### config.mk
export PLATFORM = sky130hd
export DESIGN_NAME = axis_nchan_lane_adder_flat
export DESIGN_NICKNAME = d
export VERILOG_FILES = /design/src/rtl/axis_nchan_lane_adder_if.sv /design/src/rtl/axis_nchan_lane_adder.sv /design/src/flat_wrapper.sv
export SDC_FILE = /design/constraint.sdc
export NUM_CORES = 1
export LEC_CHECK = 0
export ABC_AREA = 1
export CAP_MARGIN = 20
export CELL_PAD_IN_SITES_DETAIL_PLACEMENT = 0
export CELL_PAD_IN_SITES_GLOBAL_PLACEMENT = 2
export CORE_ASPECT_RATIO = 1.5
export CORE_MARGIN = 2
export CORE_UTILIZATION = 29
export CTS_BUF_LIST = sky130_fd_sc_hd__clkbuf_8 sky130_fd_sc_hd__clkbuf_16
export DETAILED_ROUTE_END_ITERATION = 6
export HOLD_SLACK_MARGIN = 0.12
export PLACE_DENSITY = 0.82
export RECOVER_POWER = 25
export SYNTH_ARGS = -nofsm -noshare
export SYNTH_HDL_FRONTEND = slang
export SYNTH_SLANG_ARGS = --single-unit
### constraint.sdc
create_clock -name CLK -period 14 [get_ports CLK]
set_input_delay 2.8 -clock CLK [delete_from_list [all_inputs] [get_ports CLK]]
set_output_delay 2.8 -clock CLK [all_outputs]
set_load 0.05 [all_outputs]
### src/rtl/axis_nchan_lane_adder_if.sv
`default_nettype none
// ============================================================================
//  Module      : axis_nchan_lane_adder_if
//  Description : AXI-Stream bundle with NCH parallel valid/last/ready bits.
//                Used for both the multi-channel input side and the
//                single-channel output side of the lane adder.
//  Revision    : 1.0  initial release
// ============================================================================
interface axis_nchan_lane_adder_if #(
  parameter int NCH = 1,
  parameter int DW  = 8
);
  logic [DW-1:0]  tdata;
  logic [NCH-1:0] tvalid;
  logic [NCH-1:0] tlast;
  logic [NCH-1:0] tready;
  logic           tuser;

  // Source side: drives the beat, observes ready
  modport master (output tdata, output tvalid, output tlast, output tuser, input tready);
  // Sink side: observes the beat, drives ready (the input joiner has no use for tuser)
  modport slave  (input tdata, input tvalid, input tlast, output tready);
endinterface
`default_nettype wire

### src/rtl/axis_nchan_lane_adder.sv
`default_nettype none
// ============================================================================
//  Module      : axis_nchan_lane_adder
//  Description : Joins NUM_CH AXI-Stream inputs beat-for-beat and emits the
//                lane-wise signed sum, either exact or clamped to SAMPLE_W.
//                Two register stages: S1 holds exact sums, S2 the formatted
//                output. Frame counter and sticky tlast-mismatch flag.
//  Revision    : 1.0  initial release
// ============================================================================
module axis_nchan_lane_adder #(
  parameter int NUM_CH   = 4,
  parameter int LANES    = 8,
  parameter int SAMPLE_W = 16,
  parameter int SATURATE = 0
) (
  input  wire logic                 CLK,
  input  wire logic                 reset,
  axis_nchan_lane_adder_if.slave    s_axis,
  axis_nchan_lane_adder_if.master   m_axis,
  output logic [31:0]               frame_count,
  output logic                      err_tlast_mismatch
);
  // Exact sums need log2(NUM_CH) guard bits so no lane can overflow
  localparam int SUM_W = SAMPLE_W + $clog2(NUM_CH);
  localparam int OUT_W = (SATURATE != 0) ? SAMPLE_W : SUM_W;

  logic                   w_all_v;
  logic                   w_ce;
  logic                   w_take;
  logic                   w_mis;
  logic [LANES*SUM_W-1:0] w_sum;
  logic [LANES*OUT_W-1:0] w_fmt;
  logic [LANES-1:0]       w_clip;

  logic                   r_v1;
  logic [LANES*SUM_W-1:0] r_s1_sum;
  logic                   r_s1_last;
  logic                   r_v2;
  logic [LANES*OUT_W-1:0] r_s2_data;
  logic                   r_s2_last;
  logic                   r_s2_user;
  logic [31:0]            r_frames;
  logic                   r_err;

  // The whole pipe advances together; a beat is consumed only when every channel is valid
  assign w_all_v       = &s_axis.tvalid;
  assign w_ce          = ~r_v2 | m_axis.tready[0];
  assign w_take        = w_all_v & w_ce;
  assign s_axis.tready = {NUM_CH{w_take}};
  assign w_mis         = (|s_axis.tlast) & ~(&s_axis.tlast);

  for (genvar l = 0; l < LANES; l++) begin : g_lane
    logic signed [SUM_W-1:0] w_acc;
    logic signed [SUM_W-1:0] w_s1;

    // Sign-extended sum of this lane across all channels
    always_comb begin
      w_acc = '0;
      for (int c = 0; c < NUM_CH; c++) begin
        w_acc = w_acc + SUM_W'($signed(s_axis.tdata[(c*LANES+l)*SAMPLE_W +: SAMPLE_W]));
      end
    end

    assign w_sum[l*SUM_W +: SUM_W] = w_acc;
    assign w_s1 = $signed(r_s1_sum[l*SUM_W +: SUM_W]);

    if (SATURATE != 0) begin : g_sat
      localparam logic signed [SUM_W-1:0] c_MAX = SUM_W'((64'sd1 <<< (SAMPLE_W-1)) - 64'sd1);
      localparam logic signed [SUM_W-1:0] c_MIN = -c_MAX - SUM_W'(1);
      logic [SAMPLE_W-1:0] w_lane;
      logic                w_c;

      // Clamp the exact S1 sum into the input sample range
      always_comb begin
        w_lane = w_s1[SAMPLE_W-1:0];
        w_c    = 1'b0;
        if (w_s1 > c_MAX) begin
          w_lane = c_MAX[SAMPLE_W-1:0];
          w_c    = 1'b1;
        end else if (w_s1 < c_MIN) begin
          w_lane = c_MIN[SAMPLE_W-1:0];
          w_c    = 1'b1;
        end
      end

      assign w_fmt[l*OUT_W +: OUT_W] = w_lane;
      assign w_clip[l]               = w_c;
    end else begin : g_full
      assign w_fmt[l*OUT_W +: OUT_W] = w_s1;
      assign w_clip[l]               = 1'b0;
    end
  end

  // Stage 1: capture exact sums and channel-0 tlast when the join fires
  always_ff @(posedge CLK or posedge reset) begin
    if (reset) begin
      r_v1      <= 1'b0;
      r_s1_sum  <= '0;
      r_s1_last <= 1'b0;
    end else if (w_ce) begin
      r_v1 <= w_all_v;
      if (w_take) begin
        r_s1_sum  <= w_sum;
        r_s1_last <= s_axis.tlast[0];
      end
    end
  end

  // Stage 2: formatted output register, held while downstream stalls
  always_ff @(posedge CLK or posedge reset) begin
    if (reset) begin
      r_v2      <= 1'b0;
      r_s2_data <= '0;
      r_s2_last <= 1'b0;
      r_s2_user <= 1'b0;
    end else if (w_ce) begin
      r_v2      <= r_v1;
      r_s2_data <= w_fmt;
      r_s2_last <= r_s1_last;
      r_s2_user <= |w_clip;
    end
  end

  // Sticky flag: channels disagreed on tlast for a joined beat
  always_ff @(posedge CLK or posedge reset) begin
    if (reset) begin
      r_err <= 1'b0;
    end else if (w_take && w_mis) begin
      r_err <= 1'b1;
    end
  end

  // Count frames leaving the block; wraps naturally at 2^32
  always_ff @(posedge CLK or posedge reset) begin
    if (reset) begin
      r_frames <= '0;
    end else if (r_v2 && m_axis.tready[0] && r_s2_last) begin
      r_frames <= r_frames + 32'd1;
    end
  end

  assign m_axis.tdata       = r_s2_data;
  assign m_axis.tvalid      = r_v2;
  assign m_axis.tlast       = r_s2_last;
  assign m_axis.tuser       = r_s2_user;
  assign frame_count        = r_frames;
  assign err_tlast_mismatch = r_err;
endmodule
`default_nettype wire

### src/flat_wrapper.sv
// flat-port wrapper written by rule: the top's interface ports become plain ports
module axis_nchan_lane_adder_flat 
#(
  parameter int NUM_CH   = 4,
  parameter int LANES    = 8,
  parameter int SAMPLE_W = 16,
  parameter int SATURATE = 0
)
  (CLK, reset, frame_count, err_tlast_mismatch, s_axis_tdata, s_axis_tvalid, s_axis_tlast, s_axis_tready, m_axis_tdata, m_axis_tvalid, m_axis_tlast, m_axis_tuser, m_axis_tready);
  axis_nchan_lane_adder_if #(.NCH((4)), .DW(((4)*(8)*(16)))) s_axis_i ();
  axis_nchan_lane_adder_if #(.NCH(1), .DW((8)*(18))) m_axis_i ();
  input  wire logic CLK;
  input  wire logic reset;
  output logic [31:0] frame_count;
  output logic err_tlast_mismatch;
  input wire logic [$bits(s_axis_i.tdata)-1:0] s_axis_tdata;
  input wire logic [$bits(s_axis_i.tvalid)-1:0] s_axis_tvalid;
  input wire logic [$bits(s_axis_i.tlast)-1:0] s_axis_tlast;
  output wire logic [$bits(s_axis_i.tready)-1:0] s_axis_tready;
  output wire logic [$bits(m_axis_i.tdata)-1:0] m_axis_tdata;
  output wire logic [$bits(m_axis_i.tvalid)-1:0] m_axis_tvalid;
  output wire logic [$bits(m_axis_i.tlast)-1:0] m_axis_tlast;
  output wire logic [$bits(m_axis_i.tuser)-1:0] m_axis_tuser;
  input wire logic [$bits(m_axis_i.tready)-1:0] m_axis_tready;
  assign s_axis_i.tdata = s_axis_tdata;
  assign s_axis_i.tvalid = s_axis_tvalid;
  assign s_axis_i.tlast = s_axis_tlast;
  assign s_axis_tready = s_axis_i.tready;
  assign m_axis_tdata = m_axis_i.tdata;
  assign m_axis_tvalid = m_axis_i.tvalid;
  assign m_axis_tlast = m_axis_i.tlast;
  assign m_axis_tuser = m_axis_i.tuser;
  assign m_axis_i.tready = m_axis_tready;
  axis_nchan_lane_adder #(.NUM_CH(NUM_CH), .LANES(LANES), .SAMPLE_W(SAMPLE_W), .SATURATE(SATURATE)) u_core (.CLK(CLK), .reset(reset), .s_axis(s_axis_i), .m_axis(m_axis_i), .frame_count(frame_count), .err_tlast_mismatch(err_tlast_mismatch));
endmodule
==> results of run 1 <==
[power groups by stage]
stage / logic [mW] / registers, mW / clock network (mW)
detailed placement: 3.50 / 1.55 / 0
global route: 3.84 / 1.58 / 1.22
global placement: 3.49 / 1.54 / 0
finish: 3.45 / 1.53 / 1.13
CTS: 3.52 / 1.54 / 1.19
floorplan: 1.60 / 2.20 / 0
[critical path, stage by stage]
cell and delay, ns:
dlygate4sd3_1 0.56, inv_1 0.10, nand2_8 0.42, nand2_8 0.43, inv_6 0.80, clkdlybuf4s50_1 0.96
[Yosys cell counts (all sizes together), types with 2 or more instances]
cell type	n
nand4	4
buf	44
fa	264
mux2	116
nor2	112
dfrtp	325
nor3	43
nand2	1015
a21oi	96
nor4	2
o21ai	55
ha	137
xor2	43
nor3b	3
nand3	197
or2	48
nand3b	17
xnor2	11
inv	1094
clkbuf	11
[cell families after synthesis]
group	share of synthesized area, %
multiplexers	4.659
buffers and inverters	15.61
other	0.01338
XOR/XNOR	1.687
AND/OR/NAND/NOR	21.36
flip-flops	29.01
AO/OA/AOI/OAI	2.695
adder cells (fa/ha/maj)	24.96
[layout make-up]
| cell class | instances | area, µm² |
|---|---|---|
| Clock inverter | 24 | 224.0 |
| Timing Repair Buffer | 713 | 7109 |
| Tap cell | 1269 | 1588 |
| Sequential cell | 325 | 8133 |
| Fill cell | 9985 | 57940 |
| Inverter | 1094 | 4113 |
| Multi-Input combinational cell | 2165 | 15500 |
| Clock buffer | 53 | 1214 |
[registers in the layout (all words and copies together), names as in the netlist]
register / count
u_core.m_axis.tlast: 1
u_core.r_v1: 1
u_core.frame_count: 32
u_core.err_tlast_mismatch: 1
u_core.r_s1_last: 1
u_core.r_s1_sum: 144
u_core.m_axis.tvalid: 1
u_core.m_axis.tdata: 144
[cell usage in the layout, fill, tap and decap left out]
cell type / instances
nor4_1: 2
nor2_1: 111
dfrtp_1: 325
or2_2: 48
bufinv_16: 3
clkinvlp_4: 2
mux2_2: 116
clkbuf_1: 2
fa_1: 264
and2_1: 1
xnor2_1: 11
nand2_1: 1011
a21oi_1: 96
xor2_1: 43
nor3_1: 43
nand3b_1: 17
inv_1: 1094
nor3b_1: 3
clkbuf_8: 10
nand2_2: 2
conb_1: 1
nand2_8: 2
o21ai_0: 54
clkinvlp_2: 1
inv_6: 3
buf_4: 6
clkdlybuf4s50_1: 703
clkinv_2: 10
nor2_2: 1
nand4_1: 4
ha_1: 137
dlygate4sd3_1: 2
o21ai_1: 1
clkinv_4: 5
clkbuf_16: 43
nand3_1: 197
[how the worst max path moves through the flow]
stage             startpoint                         to  depth (start not counted)
2_1_floorplan          reset  u_core.err_tlast_mismatch                          1
3_3_place_gp   m_axis_tready           s_axis_tready[0]                          6
3_5_place_dp   m_axis_tready           s_axis_tready[3]                          6
4_1_cts        m_axis_tready           s_axis_tready[3]                          6
5_1_grt                reset       u_core.r_s1_sum[141]                          3
6_report       m_axis_tready           s_axis_tready[3]                          6
[routing by layer]
| layer | wire length [µm] | track usage, % |
|---|---|---|
| met2 | 46740 | 33.88 |
| met5 | 16 | 0 |
| met4 | 2451 | 5.020 |
| met1 | 34970 | 20.50 |
| met3 | 5198 | 3.938 |
==> flow_metrics.tcl, run 1 <==
set metrics [dict create \
    stdcell_area_mm2 0.03788 \
    cts_tree "done" \
    instances_no_fill 5643 \
    worstPathArrival_ns 6.18 \
    seq_power_share_pct 25.1 \
    yosys-top-cells-area "dfrtp_1 (29%), fa_1 (19%), inv_1 (15%)" \
    worst_setup_path_end_kind "output port" \
    io_pins 707 \
    drt-total-wl_mm 89.37 \
    grt_pass1_wl_mm 138.8 \
    rr_endpoint "u_core.r_s1_sum[60]" \
    setup_viol 0 \
    yosysWarnings 0 \
    vias 23610 \
    grt_use_total_pct 18.10 \
    hold_path_startpoint "u_core.r_v1" \
    portBuffers 705 \
    syn2layout_area_growth_pct 35.12 \
    die_h_um 384.8 \
    cts_sinks 325 \
    synth_seq_cells 325 \
    r2r-start "u_core.m_axis.tvalid" \
    worstMarginPinSlew_ns 3.859 \
    finalWorstSetupSlack_ns 5.022 \
    worstSkewPairLatency_ns 0.57 \
    place_area_mm2 0.03651 \
    wl_per_cell_um 15.84 \
    syn_nets 4563 \
    p_leak_nw 20.82 \
    syn-instance-count 3639 \
    hold_path_end "u_core.m_axis.tvalid" \
    power.total_mw 6.115 \
    powerDensity_mw_per_mm2 161.4 \
    ys.flop_type "dfrtp_1" \
    p_sw_mw 2.842 \
    final_max_slew_viol_count 204 \
    yosysTopAreaCellShare_pct 29.01 \
    drcViolationCount 0 \
    place_inst 5566 \
    hpwl_mm 74.04 \
    start_util_pct 29.26 \
    syn_area_mm2 0.02804 \
    post-route-min-period_ns 8.978 \
    critical_path_class "in2out" \
    grt_pass1_vias 24780 \
    finalHoldViolations 0 \
    cp-start-kind "input port" \
    path_clk_slew_ns 0.06 \
    root_buffer "clkbuf_16" \
    clkPwrFrac_pct 18.5 \
    reg2reg_slack_ns 10.61 \
    drive_above_1_share_pct 5.761 \
    n_antenna_cell 0 \
    hp-class "reg2reg" \
    synth_top_area_cell "dfrtp_1" \
    p_int_mw 3.273 \
    ant_nets 0 \
    synth-edff-count 0 \
    max_clock_freq_mhz 111.4 \
    fin_crit_sh_pct 64.13 \
    final_util_pct 39.53 \
    clk_path_buf_depth 3 \
    async_reset_ff_share_pct 100.0 \
    dieWidth_um 257.9 \
    vias_per_cell 4.184 \
    ir_worst_vdd_mv 0.1231 \
    violations "max-capacitance violations, max-slew violations" \
    drv_cap 3 \
    syn_area_per_cell_um2 7.705 \
    cts_max_level 2 \
    worstPathMaxFanout 95 \
    cts_made_buffers 42 \
    final_nets 5265 \
    whs_ns 0.4658 \
    rr_worst_depth 6 \
    gr-total-overflow 0 \
    cts_resized 0 \
    antenna_found_initial 4 \
    combPwrFrac_pct 56.4 \
    maxSlewHeadroom_pct -157.3 \
    rsz0062_at_grt "false" \
    num_rows 139 \
    ys_seq_area_share_pct 29.01 \
    coreArea_mm2 0.09583 \
    tns_ns 0 \
    pre_cts_slack_ns 4.955 \
    ctsHoldBuffers 0 \
    drtPass1Iterations 5 \
    die_area_mm2 0.09923 \
    routabilityCongestion 0.8559 \
    crit_required_ns 11.20 \
    synth_cell_type_count 33 \
    run_status "complete, but fails checks" \
    skew_ns 0.02290 \
    cts_setup_buffers 0 \
    grt_max_degree 96 \
    drt_iter0_markers 877 \
    p_sw_share_pct 46.48 \
    whs_path_depth 2 \
]
No activity file was read; power rests on OpenSTA's default activity.
==> run 2, diff against run 1 <==
--- a/config.mk
+++ b/config.mk
@@ -11,11 +11,11 @@
 export CELL_PAD_IN_SITES_GLOBAL_PLACEMENT = 2
 export CORE_ASPECT_RATIO = 1.5
 export CORE_MARGIN = 2
-export CORE_UTILIZATION = 29
+export CORE_UTILIZATION = 26
 export CTS_BUF_LIST = sky130_fd_sc_hd__clkbuf_8 sky130_fd_sc_hd__clkbuf_16
 export DETAILED_ROUTE_END_ITERATION = 6
 export HOLD_SLACK_MARGIN = 0.12
-export PLACE_DENSITY = 0.82
+export PLACE_DENSITY = 0.78
 export RECOVER_POWER = 25
 export SYNTH_ARGS = -nofsm -noshare
 export SYNTH_HDL_FRONTEND = slang
==> constraint.sdc (replaced) <==
create_clock -name CLK -period 8.2 [get_ports CLK]
set_input_delay 1.64 -clock CLK [delete_from_list [all_inputs] [get_ports CLK]]
set_output_delay 1.64 -clock CLK [all_outputs]
set_load 0.05 [all_outputs]
==> run 2 against run 1 <==
  * The flow still finishes with violations (max-capacitance violations, max-slew violations)
  * Sequential power increased by 72%
  * Worst hold slack got worse by 0.010 ns
  * Setup slack got worse by 2.9 ns
  * Combinational power increased by 70%
  * Non-clock buffer count increased by 1
  * Die area increased by 11%
  * Largest cell class unchanged
  * Largest power group unchanged
==> flow_metrics.tcl, run 2 (synthesis results as in run 1) <==
set metrics [dict create \
    worst_setup_path_end_kind "output port" \
    finalHoldViolations 0 \
    place_area_mm2 0.03672 \
    cp-start-kind "input port" \
    setup_viol 0 \
    dieWidth_um 272.1 \
    cts_sinks 325 \
    power.total_mw 10.50 \
    slowest_delay_ns 0.89 \
    cts_max_level 2 \
    clk_path_buf_depth 3 \
    coreArea_mm2 0.1070 \
    powerDensity_mw_per_mm2 275.3 \
    hold_path_startpoint "u_core.r_v1" \
    stdcell_area_mm2 0.03813 \
    maxSlewHeadroom_pct -141.8 \
    fin_crit_sh_pct 73.64 \
    worstMarginPinSlew_ns 3.628 \
    hp-class "reg2reg" \
    n_antenna_cell 0 \
    max_clock_freq_mhz 165.6 \
    clkPwrFrac_pct 18.9 \
    portBuffers 705 \
    whs_ns 0.4553 \
    vias_per_cell 4.072 \
    die_h_um 406.2 \
    drive_above_1_share_pct 5.810 \
    ant_nets 0 \
    drtPass1Iterations 5 \
    final_common_cell "inv_1" \
    final_util_pct 35.62 \
    path_buf_inv 4 \
    hold_path_end "u_core.m_axis.tvalid" \
    wl_per_cell_um 15.51 \
    io_pins 707 \
    rr_endpoint "u_core.m_axis.tdata[46]" \
    final_nets 5265 \
    rsz0062_at_grt "false" \
    p_leak_nw 20.85 \
    tns_ns 0 \
    p_int_mw 5.629 \
    seq_power_share_pct 25.1 \
    skew_ns 0.01968 \
    cts_tree "done" \
    grt_pass1_wl_mm 137.7 \
    worstPathArrival_ns 4.40 \
    r2r-start "u_core.m_axis.tvalid" \
    grt_max_degree 136 \
    rr_worst_depth 4 \
    crit_slowest_cell "clkdlybuf4s50_1" \
    p_sw_share_pct 46.36 \
    violations "max-capacitance violations, max-slew violations" \
    drt_iter0_markers 1001 \
    path_clk_slew_ns 0.06 \
    critPathTopFamily "buffers and inverters" \
    reg2reg_slack_ns 5.24 \
    root_buffer "clkbuf_16" \
    drv_cap 2 \
    combPwrFrac_pct 56.0 \
    p_sw_mw 4.866 \
    cts_setup_buffers 0 \
    gr-total-overflow 0 \
    start_util_pct 26.19 \
    run_status "complete, but fails checks" \
    ir_worst_vdd_mv 0.1419 \
    hpwl_mm 74.85 \
    worstSkewPairLatency_ns 0.58 \
    post-route-min-period_ns 6.039 \
    final_max_slew_viol_count 240 \
    die_area_mm2 0.1105 \
    cts_made_buffers 41 \
    vias 23560 \
    layout_common_cells "inv_1 (1095), nand2_1 (1011), clkdlybuf4s50_1 (703)" \
    grt_use_total_pct 16.16 \
    whs_path_depth 2 \
    antenna_found_initial 3 \
    worstPathMaxFanout 73 \
    num_rows 147 \
    critical_path_class "in2out" \
    routabilityCongestion 0.8196 \
    crit_chain "dlygate4sd3_1 > inv_1 > nand2_8 > nand2_8 > inv_6 > clkdlybuf4s50_1" \
    critPathMostFrequentCell "nand2_8" \
    drt-total-wl_mm 89.78 \
    ctsHoldBuffers 0 \
    syn2layout_area_growth_pct 35.99 \
    drcViolationCount 0 \
    crit_required_ns 6.56 \
    cts_resized 0 \
    grt_pass1_vias 24580 \
]
-- run 2: cell count changes in the layout (fill, tap and decap cells not counted), sizes merged --
cell      delta
inv          +2
bufinv       +3
clkinvlp     +1
buf          +1
clkbuf       -5
clkinv       -4
-- run 2: final cells by class --
class	count	area, µm²
inverters	1094	4113
flip-flops and latches	325	8133
clock buffers	48	1134
well taps	1415	1770
multi-input cells	2165	15520
clock inverters	26	335.3
repair buffers	714	7119
fillers	11370	68920
-- run 2: power groups by stage --
stage	clock (mW)	combinational, mW	sequential (mW)
final	1.99	5.87	2.63
after global routing	2.13	6.55	2.72
after CTS	2.08	6.01	2.64
after detailed placement	0	5.98	2.66
after global placement	0	5.97	2.64
after floorplan	0	2.73	3.76
-- run 2: how the worst max path moves through the flow --
stage,slack (ns),start,to,depth (start not counted)
5_1_grt,1.67,reset,u_core.m_axis.tdata[10],3
2_1_floorplan,2.22,reset,u_core.err_tlast_mismatch,1
3_3_place_gp,2.11,m_axis_tready,s_axis_tready[3],6
6_report,2.16,m_axis_tready,s_axis_tready[2],6
4_1_cts,2.12,m_axis_tready,s_axis_tready[3],6
3_5_place_dp,2.13,m_axis_tready,s_axis_tready[3],6
-- run 2: per-layer routing --
metal  vias to the layer above  share of wire, %  GRT usage, %
met1                     10990                40         18.61
met5                         -             0.019             0
met4                         4               2.3         4.049
met3                        93               5.8         3.534
li1                      11970                 -             -
met2                       511                52         30.04
-- run 2: through the flow --
stage               setup slack [ns]  instances
detailed placement             2.134       5713
floorplan                      2.223       3639
finish                         2.161       5787
CTS                            2.124       5787
global placement               2.114       5713
global route                   1.667       5787
-- run 2: tightest hold or removal path: stages, from the launching register on --
cell	delay (ns)
dfrtp_1	0.33
inv_1	0.05
nand2_1	0.05
